`src/rtl/stream_wb_burst_sink.sv`:
```
// Stream-to-memory DMA stage: buffers a valid/ready word stream in a show-ahead FIFO and
// writes it out as Wishbone incrementing bursts starting at start_adr.

// Show-ahead FIFO: the head word is presented on rd_dat without a read strobe.
// Latency: a pushed word is visible at the head one cycle after the push.
// Backpressure: wr_rdy drops in the cycle the registered count reaches depth.
module sink_fifo #(
    parameter int DW = 32,
    parameter int AW = 4
) (
    input  logic          clk,
    input  logic          rst_n,
    input  logic          wr_vld,
    input  logic [DW-1:0] wr_dat,
    output logic          wr_rdy,
    input  logic          rd_pop,
    output logic [DW-1:0] rd_dat,
    output logic [AW:0]   cnt
);
    localparam int DEPTH = 2**AW;
    localparam logic [AW:0]   FULL_CNT = {1'b1, {AW{1'b0}}};
    localparam logic [AW:0]   CNT_ONE  = 1;
    localparam logic [AW-1:0] PTR_ONE  = 1;

    logic [DW-1:0] mem_q [DEPTH];
    logic [AW-1:0] wr_ptr_q, wr_ptr_d;
    logic [AW-1:0] rd_ptr_q, rd_ptr_d;
    logic [AW:0]   cnt_q, cnt_d;
    logic          push;

    always_comb begin
        push     = wr_vld && (cnt_q < FULL_CNT);
        wr_ptr_d = wr_ptr_q;
        rd_ptr_d = rd_ptr_q;
        cnt_d    = cnt_q;
        if (push) begin
            wr_ptr_d = wr_ptr_q + PTR_ONE;
        end
        if (rd_pop) begin
            rd_ptr_d = rd_ptr_q + PTR_ONE;
        end
        if (push && !rd_pop) begin
            cnt_d = cnt_q + CNT_ONE;
        end else if (!push && rd_pop) begin
            cnt_d = cnt_q - CNT_ONE;
        end
    end

    always_ff @(posedge clk or negedge rst_n) begin
        if (!rst_n) begin
            wr_ptr_q <= '0;
            rd_ptr_q <= '0;
            cnt_q    <= '0;
        end else begin
            wr_ptr_q <= wr_ptr_d;
            rd_ptr_q <= rd_ptr_d;
            cnt_q    <= cnt_d;
        end
    end

    // Storage needs no reset: the pointers alone define which entries are live.
    always_ff @(posedge clk) begin
        if (push) begin
            mem_q[wr_ptr_q] <= wr_dat;
        end
    end

    assign wr_rdy = (cnt_q < FULL_CNT);
    assign rd_dat = mem_q[rd_ptr_q];
    assign cnt    = cnt_q;
endmodule

// Transfer engine: IDLE -> START -> WAIT -> BURST -> START ... -> IDLE with an irq pulse.
// Latency: enable edge to first strobe is 3 cycles when the FIFO already holds a burst.
// Backpressure: the stream is throttled only by FIFO fullness; the bus by ack wait states.
module stream_wb_burst_sink #(
    parameter int WB_DW         = 32,
    parameter int WB_AW         = 32,
    parameter int FIFO_AW       = 4,
    parameter int MAX_BURST_LEN = 2**FIFO_AW
) (
    input  logic               clk,
    input  logic               rst_n,
    input  logic [WB_DW-1:0]   stream_s_data_i,
    input  logic               stream_s_valid_i,
    output logic               stream_s_ready_o,
    output logic [WB_AW-1:0]   wbm_adr_o,
    output logic [WB_DW-1:0]   wbm_dat_o,
    output logic [WB_DW/8-1:0] wbm_sel_o,
    output logic               wbm_we_o,
    output logic               wbm_cyc_o,
    output logic               wbm_stb_o,
    output logic [2:0]         wbm_cti_o,
    output logic [1:0]         wbm_bte_o,
    input  logic               wbm_ack_i,
    input  logic               wbm_err_i,
    input  logic               enable,
    input  logic [WB_AW-1:0]   start_adr,
    input  logic [WB_AW-1:0]   buf_size,
    input  logic [WB_AW-1:0]   burst_size,
    output logic               busy,
    output logic               irq,
    output logic [WB_DW-1:0]   tx_cnt
);
    typedef enum logic [1:0] {S_IDLE, S_START, S_WAIT, S_BURST} state_t;

    localparam logic [WB_AW-1:0] ADR_STEP  = WB_AW'(WB_DW/8);
    localparam logic [WB_AW-1:0] ONE       = 1;
    localparam logic [WB_AW-1:0] MAX_BLEN  = WB_AW'(MAX_BURST_LEN);
    localparam logic [WB_DW-1:0] TX_ONE    = 1;

    state_t           state_q, state_d;
    logic             enable_q;
    logic [WB_AW-1:0] adr_q, adr_d;
    logic [WB_AW-1:0] rem_q, rem_d;
    logic [WB_AW-1:0] beats_q, beats_d;
    logic [WB_DW-1:0] tx_cnt_q, tx_cnt_d;
    logic             irq_q, irq_d;
    logic [WB_AW-1:0] blen;
    logic             pop;
    logic [WB_DW-1:0] fifo_head;
    logic [FIFO_AW:0] fifo_cnt;

    sink_fifo #(
        .DW (WB_DW),
        .AW (FIFO_AW)
    ) u_fifo (
        .clk    (clk),
        .rst_n  (rst_n),
        .wr_vld (stream_s_valid_i),
        .wr_dat (stream_s_data_i),
        .wr_rdy (stream_s_ready_o),
        .rd_pop (pop),
        .rd_dat (fifo_head),
        .cnt    (fifo_cnt)
    );

    always_comb begin
        state_d  = state_q;
        adr_d    = adr_q;
        rem_d    = rem_q;
        beats_d  = beats_q;
        tx_cnt_d = tx_cnt_q;
        irq_d    = 1'b0;
        pop      = 1'b0;

        blen = burst_size;
        if (burst_size == '0) begin
            blen = ONE;
        end else if (burst_size > MAX_BLEN) begin
            blen = MAX_BLEN;
        end

        case (state_q)
            S_IDLE: begin
                if (enable && !enable_q) begin
                    state_d  = S_START;
                    adr_d    = start_adr;
                    rem_d    = buf_size;
                    tx_cnt_d = '0;
                end
            end
            S_START: begin
                if (rem_q == '0) begin
                    state_d = S_IDLE;
                    irq_d   = 1'b1;
                end else begin
                    beats_d = (blen < rem_q) ? blen : rem_q;
                    state_d = S_WAIT;
                end
            end
            S_WAIT: begin
                // Whole burst must be buffered so stb never has to drop mid-burst.
                if (WB_AW'(fifo_cnt) >= beats_q) begin
                    state_d = S_BURST;
                end
            end
            S_BURST: begin
                if (wbm_err_i) begin
                    state_d = S_IDLE;
                    irq_d   = 1'b1;
                end else if (wbm_ack_i) begin
                    pop      = 1'b1;
                    adr_d    = adr_q + ADR_STEP;
                    rem_d    = rem_q - ONE;
                    tx_cnt_d = tx_cnt_q + TX_ONE;
                    beats_d  = beats_q - ONE;
                    if (beats_q == ONE) begin
                        state_d = S_START;
                    end
                end
            end
            default: state_d = S_IDLE;
        endcase
    end

    always_ff @(posedge clk or negedge rst_n) begin
        if (!rst_n) begin
            state_q  <= S_IDLE;
            enable_q <= 1'b0;
            adr_q    <= '0;
            rem_q    <= '0;
            beats_q  <= '0;
            tx_cnt_q <= '0;
            irq_q    <= 1'b0;
        end else begin
            state_q  <= state_d;
            enable_q <= enable;
            adr_q    <= adr_d;
            rem_q    <= rem_d;
            beats_q  <= beats_d;
            tx_cnt_q <= tx_cnt_d;
            irq_q    <= irq_d;
        end
    end

    assign wbm_cyc_o = (state_q == S_BURST);
    assign wbm_stb_o = wbm_cyc_o;
    assign wbm_we_o  = wbm_cyc_o;
    assign wbm_cti_o = !wbm_cyc_o       ? 3'b000 :
                       (beats_q == ONE) ? 3'b111 : 3'b010;
    assign wbm_bte_o = 2'b00;
    assign wbm_adr_o = adr_q;
    assign wbm_dat_o = fifo_head;
    assign wbm_sel_o = '1;
    assign busy      = (state_q != S_IDLE);
    assign irq       = irq_q;
    assign tx_cnt    = tx_cnt_q;
endmodule
```
`config.mk`:
```
export PLATFORM = sky130hd
export DESIGN_NAME = stream_wb_burst_sink
export DESIGN_NICKNAME = d
export VERILOG_FILES = /design/src/rtl/stream_wb_burst_sink.sv
export SDC_FILE = /design/constraint.sdc
export NUM_CORES = 1
export LEC_CHECK = 0
export ABC_AREA = 1
export BUFFER_PORTS_ARGS = -buffer_cell sky130_fd_sc_hd__buf_2
export CAP_MARGIN = 30
export CORE_ASPECT_RATIO = 0.75
export CORE_MARGIN = 2
export CORE_UTILIZATION = 45
export CTS_BUF_LIST = sky130_fd_sc_hd__clkbuf_8
export CTS_CLUSTER_SIZE = 8
export DETAILED_ROUTE_END_ITERATION = 12
export GPL_ROUTABILITY_DRIVEN = 0
export HOLD_SLACK_MARGIN = 0.05
export SKIP_LAST_GASP = 1
export SYNTH_ARGS = -nofsm -noshare
export SYNTH_HDL_FRONTEND = slang
export SYNTH_SLANG_ARGS = --single-unit
export TNS_END_PERCENT = 20
```
`constraint.sdc`:
```
create_clock -name clk -period 3.3 [get_ports clk]
set_input_delay 0.33 -clock clk [delete_from_list [all_inputs] [get_ports clk]]
set_output_delay 0.33 -clock clk [all_outputs]
set_load 0.02 [all_outputs]
```
# After elaboration in Yosys (flattened, before gate mapping)
# Memories as Yosys holds them, arrays and structs flattened.
# Cells that the tools add are included.
dict set report classes {
  addsub 8
  magnitude_cmp 4
  eq_ne 11
  n_mux 38
  n_reduce_logical 17
}
# op count
set op_table {}
lappend op_table {{32-bit two-way mux} 15}
lappend op_table {{32-bit one-hot mux with 2 select lines} 4}
lappend op_table {{32-bit zero test} 2}
lappend op_table {{32-bit by 1-bit subtractor with 32-bit output, second input constant} 2}
lappend op_table {{32-bit by 1-bit adder with 32-bit output, second input constant} 1}
lappend op_table {{32-bit by 3-bit adder with 32-bit output, second input constant} 1}
lappend op_table {{32-bit by 1-bit equality test with 1-bit output, second input constant} 1}
lappend op_table {{5-bit by 32-bit >= comparator with 1-bit output} 1}
lappend op_table {{32-bit by 5-bit greater-than comparator with 1-bit output, second input constant} 1}
lappend op_table {{32-bit < comparator} 1}
lappend op_table {{2-bit two-way mux} 6}
lappend op_table {{4-bit AND reduction} 3}
lappend op_table {{5-bit two-way mux} 2}
lappend op_table {{4-bit by 1-bit adder with 4-bit output, second input constant} 2}
lappend op_table {{2-bit != test, second input constant} 4}
lappend op_table {{2-bit one-hot mux with 4 select lines} 1}
lappend op_table {{2-bit nonzero test} 4}
lappend op_table {{1-bit two-way mux} 7}
lappend op_table {{3-bit two-way mux} 2}
lappend op_table {{3-bit by 1-bit != test with 1-bit output, second input constant} 2}
lappend op_table {{5-bit by 1-bit adder with 5-bit output, second input constant} 1}
lappend op_table {{5-bit < comparator, second input constant} 1}
lappend op_table {{5-bit by 1-bit subtractor with 5-bit output, second input constant} 1}
lappend op_table {{2-bit equality test, second input constant} 2}
lappend op_table {{6 further kinds} 11}
dict set report word_totals {
  register_bits 145
  mem_bits_rw 512
  input_bits 134
  output_inout_bits 111
  word_cells 89
  memories 1
}
# memory words width rd rd_clocked_by_memory_dff wr line_no
set memory_table {}
lappend memory_table {u_fifo.mem_q 16 32 1 0 1 25} ;# logic [DW-1:0] mem_q [DEPTH];

# Logic depth before layout (Yosys ltp)
dict set report logic_depth {
  word_depth 7
  ltp_mapped 23
  mapped_depth_nobuf 22
}

# Modules after synthesis
# A second synthesis with hierarchy kept.
dict set report unflattened {
  hier_cells 3464
  hier_area_um2 32103.3
}
# mod n_inst cells_each area_each_um2 seq_area_each_um2
set by_module_without_submodules {}
lappend by_module_without_submodules {sink_fifo 1 2162 22793.1 15700.1}
lappend by_module_without_submodules {stream_wb_burst_sink 1 1302 9310.2 3303.2}

# Worst setup path after synthesis
# OpenSTA, ideal clock, no wires.
dict set report synth_timing {
  kind {register to register}
  startpoint {register u_fifo.cnt_q[4] (netlist: u_fifo.cnt[4])}
  endpoint {memory u_fifo.mem_q[11][0], enable pin}
  arrival_time_ns 2.285
  required_ns 2.879
  path_slack_ns 0.594
  path_stages_with_launch 6
  path_buffers 0
  period_less_slack_ns 2.706
  cell_sequence {dfrtp_1 -> inv_1 -> nand2_1 -> clkinv_1 -> nand2_1 -> nor2_1}
}
dict set report synth_via {
  elab_chain_len 4
}
# element line_no
set synth_lines {}
lappend synth_lines {{from (decl)} 28} ;# logic [AW:0] cnt_q, cnt_d;
lappend synth_lines {{from (signal assigned)} 57} ;# cnt_q <= cnt_d;
lappend synth_lines {{5-bit < comparator} --}
lappend synth_lines {{via stream_s_ready_o} 86} ;# output logic stream_s_ready_o,
lappend synth_lines {{1-bit logical AND} 32} ;# push = wr_vld && (cnt_q < FULL_CNT);
lappend synth_lines {{via u_fifo.push} 29} ;# logic push;
lappend synth_lines {{1-bit two-way mux} 63} ;# if (push) begin
lappend synth_lines {{1-bit two-way mux (not written as such)} 64} ;# mem_q[wr_ptr_q] <= wr_dat;
lappend synth_lines {{to (decl)} 25}
# The timed path passes the listed nets, and every way through them passes these cells.

# Final worst setup path
dict set report layout_timing {
  startpoint {register u_fifo.rd_ptr_q[0]}
  endpoint {output wbm_dat_o[10]}
}
dict set report layout_via {
  elab_chain_len 1
}
# element line_no
set layout_lines {}
lappend layout_lines {{from (decl)} 27} ;# logic [AW-1:0] rd_ptr_q, rd_ptr_d;
lappend layout_lines {{from (signal assigned)} 56} ;# rd_ptr_q <= rd_ptr_d;
lappend layout_lines {{memory read 16 x 32 bit} --}
lappend layout_lines {{to (decl)} 88} ;# output logic [WB_DW-1:0] wbm_dat_o,
# Every way passes these cells.

==> qor.csv <==
stage;metric;value;unit
floorplan;starting density of the core;45.5;%
logic_synthesis;Avg Cell Area, Syn;10.8;sq um
drt;routed length per instance;20.4;microns
global_route;all-layer global routing usage;24.1;%
logic_synthesis;sequential share of the synthesized area;64.2;%
place;port bufs;238;
finish;Final Instance Count excl. Fillers;4071;
pwr;leakage power;13.4;nW
pwr;switch share;42.7;%
global_route;antenna violations before repair;1;
drt;DRT iter0 DRCs;1936;
logic_synthesis;mapped cell area;0.0296;sq mm
sta;RSZ-0062 raised after global routing;yes;
finish;design area;0.0351;sq mm
pwr;Sw Pwr;12.6;mW
cts;CTS tree;yes;
cts;CTS Root Cell;clkbuf_8;
pwr;Peak VDD IR;538;uV
cts;CTS max path bufs;3;
pwr;Clk network pwr share;21.0;%
sta;FMAX;0.318;GHz
sta;Least-Margin Pin Slew;1.02;ns
pwr;sequential power share;37.7;%
sta;worst rel slew slack;31.8;%
logic_synthesis;Yosys cell types;52;
drt;detailed-route wire length;82900;microns
floorplan;Core Region;0.0651;sq mm
worst_setup_path;Critical Path RT;2.97;ns
place;Placed Cells;3798;
global_route;largest net degree at the start of global routing;131;
status;status;finished clean;
pwr;Power Internal;17.0;mW
floorplan;Die ar.;0.0678;sq mm
logic_synthesis;Synth top cells by count;edfxtp_1, nor2_1, o21ai_0;
place;Placement Cell Area;0.0322;sq mm
floorplan;row cnt;81;
logic_synthesis;#FFs+latches synth;657;
drt;DRC;0;
finish;area growth from synthesis to layout;18.5;%
cts;CTS Sinks;657;
sta;final hold violations;0;
logic_synthesis;ys async rst share;22.1;%
worst_setup_path;crit start category;flip-flop;
finish;Layout Nets;3319;
sta;Max Slew Vio Count;0;
logic_synthesis;leading area contributor after synthesis;edfxtp_1;
finish;proportion of layout cells with a drive suffix above 1;15.5;%
hold_path;Hold Path Class;input port to flip-flop;
sta;hold_ws;0.127;ns
pwr;combinational share of power;41.3;%
logic_synthesis;largest cells by area after synthesis;edfxtp_1, dfrtp_1, o21ai_0;
sta;post-layout minimum cycle time;3.14;ns
worst_setup_path;crit path capture type;primary output;
sta;skew final;0.0324;ns
drt;Routed Antenna Nets;0;
drt;Vias/cell;5.60;
cts;CTS H-Tree Depth;3;
worst_setup_path;crit-path max FO;54;
logic_synthesis;YS warnings;0;
global_route;grt total ovfl;0;
global_route;vias in the first global route;21900;
floorplan;Top Ports;245;
sta;final worst-path cycle share;95.1;%
place;hpwl dp;48700;microns
global_route;first-pass GRT wire length;126000;microns
sta;number of setup violations in the final report;0;
drt;DR vias;22800;
sta;Sum Neg Setup Slack;0;ns
drt;DR pass1 iterations;6;
run;MaxCap Viol Count;0;
floorplan;Chip Width;300;microns
logic_synthesis;EDFF count, synth;512;
cts;Clk Latency, worst-skew pair;0.73;ns
worst_setup_path;CP Class;flip-flop to primary output;
logic_synthesis;most common cell in the netlist;edfxtp_1;
floorplan;Die Ht;226;microns
pwr;power per cell area;845;mW/mm^2
cts;Worst-path clk slew;0.06;ns
logic_synthesis;top cell type's share of synthesized area;52.0;%
logic_synthesis;Synth Flop Type;edfxtp_1;
cts;CTS buffer count;104;
logic_synthesis;Syn Inst Count;2751;
worst_setup_path;Worst EP arrival;2.81;ns
[state kept, by name, indices dropped and copies added, names as in the netlist, named ones only]
register / flops
u_fifo.mem_q: 512
beats_q: 32
rem_q: 32
tx_cnt: 32
wbm_adr_o: 32
u_fifo.cnt: 5
u_fifo.rd_ptr_q: 4
u_fifo.wr_ptr_q: 4
enable_q: 1
irq: 1
state_q: 1
[layout by cell type, fill, tap and decap left out, types with 7 or more instances in the layout]
cell           netlist  final
a21oi_1             94     94
a22oi_1             12     12
a31oi_1             10     10
buf_12               0     18
buf_2                7    237
buf_4               10     51
clkbuf_8             0    108
clkinv_1             4     17
conb_1               2     33
dfrtp_1            145    141
dlygate4sd3_1        0    100
edfxtp_1           512    512
ha_1                50     50
inv_1              166    205
nand2_1            290    289
nand3_1            105    104
nand4_1             18     18
nor2_1             443    425
nor2_2              14     15
nor2_4               3     20
nor3_1              31     30
nor4_1              13     12
o211ai_1            40     40
o21a_1               7      7
o21ai_0            383    383
o221ai_1           105    105
o22ai_1             52     52
xor2_1              38     38
[layout make-up]
type / count / area, sq um
fillers: 5707 / 30000
flip-flops and latches: 657 / 19000
multi-input cells: 1791 / 9560
repair buffers: 407 / 2940
clock buffers: 108 / 1490
well taps: 871 / 1090
inverters: 173 / 658
clock inverters: 63 / 297
diodes: 1 / 2.50
[per-layer routing]
layer / track usage, % / share of wire, %
met5: 0 / 0.013
met4: 7.05 / 2.0
met3: 4.01 / 6.2
met2: 38.7 / 47
met1: 33.9 / 45
[final timing paths]
check | from | slack, ns | end | cells after the start
max in group asynchronous | rst_n | 2.25 | wbm_adr_o[7] | 3
max reg2reg | rem_q[0] | 0.30 | rem_q[30] | 15
min in group asynchronous | rst_n | 0.21 | beats_q[4] | 2
min reg2reg | wbm_adr_o[1] | 0.48 | wbm_adr_o[1] | 2
max | u_fifo.rd_ptr_q[0] | 0.16 | wbm_dat_o[10] | 7
min | buf_size[27] | 0.13 | rem_q[27] | 3
[power by group through the flow]
stage | clock, mW | combinational (mW) | sequential, mW
after floorplan | 0 | 7.93 | 11.2
after global placement | 0 | 11.8 | 11.3
after detailed placement | 0 | 12.0 | 11.3
after CTS | 6.39 | 12.2 | 11.1
after global routing | 6.72 | 13.6 | 11.3
final | 6.23 | 12.2 | 11.2
[per-stage QoR]
step	total power, mW	util [%]	worst slack, ns
after floorplan	19.1	-	0.594
after global placement	23.1	49.5	0.450
after detailed placement	23.3	49.5	0.284
after CTS	29.7	53.8	-0.0414
after global routing	31.6	53.9	-0.0430
final	29.6	53.9	0.160
[timing repair]
item | in CTS | in global routing
gates resized for setup | 3 | 6
pin swaps | 1 | 1
endpoints found under the hold margin | 660 | 0
buffers inserted | 1 | 0
setup endpoints to repair | 3 | 6
hold buffers | 100 | 0
[logic make-up (layout without fill, tap and decap cells)]
| family | after synthesis | count (layout) | synth area share, % |
|---|---|---|---|
| adders and majority gates | 51 | 51 | 2.18 |
| DFF | 657 | 657 | 64.2 |
| and+or+nand+nor | 944 | 944 | 13.5 |
| buffers and inverters | 334 | 751 | 4.39 |
| xor gates and xnor gates | 41 | 41 | 1.21 |
| AOI/OAI and AO/OA | 722 | 722 | 14.5 |
| other | 2 | 34 | 0.0254 |
[critical path, stage by stage (launching register included)]
cell	delay, ns
dfrtp_4	0.61
inv_8	0.30
buf_4	0.37
o21ai_0	0.14
o221ai_1	0.20
o211ai_1	0.13
nand2_1	0.14
buf_2	0.18
Power figures use the tool's default switching activity.
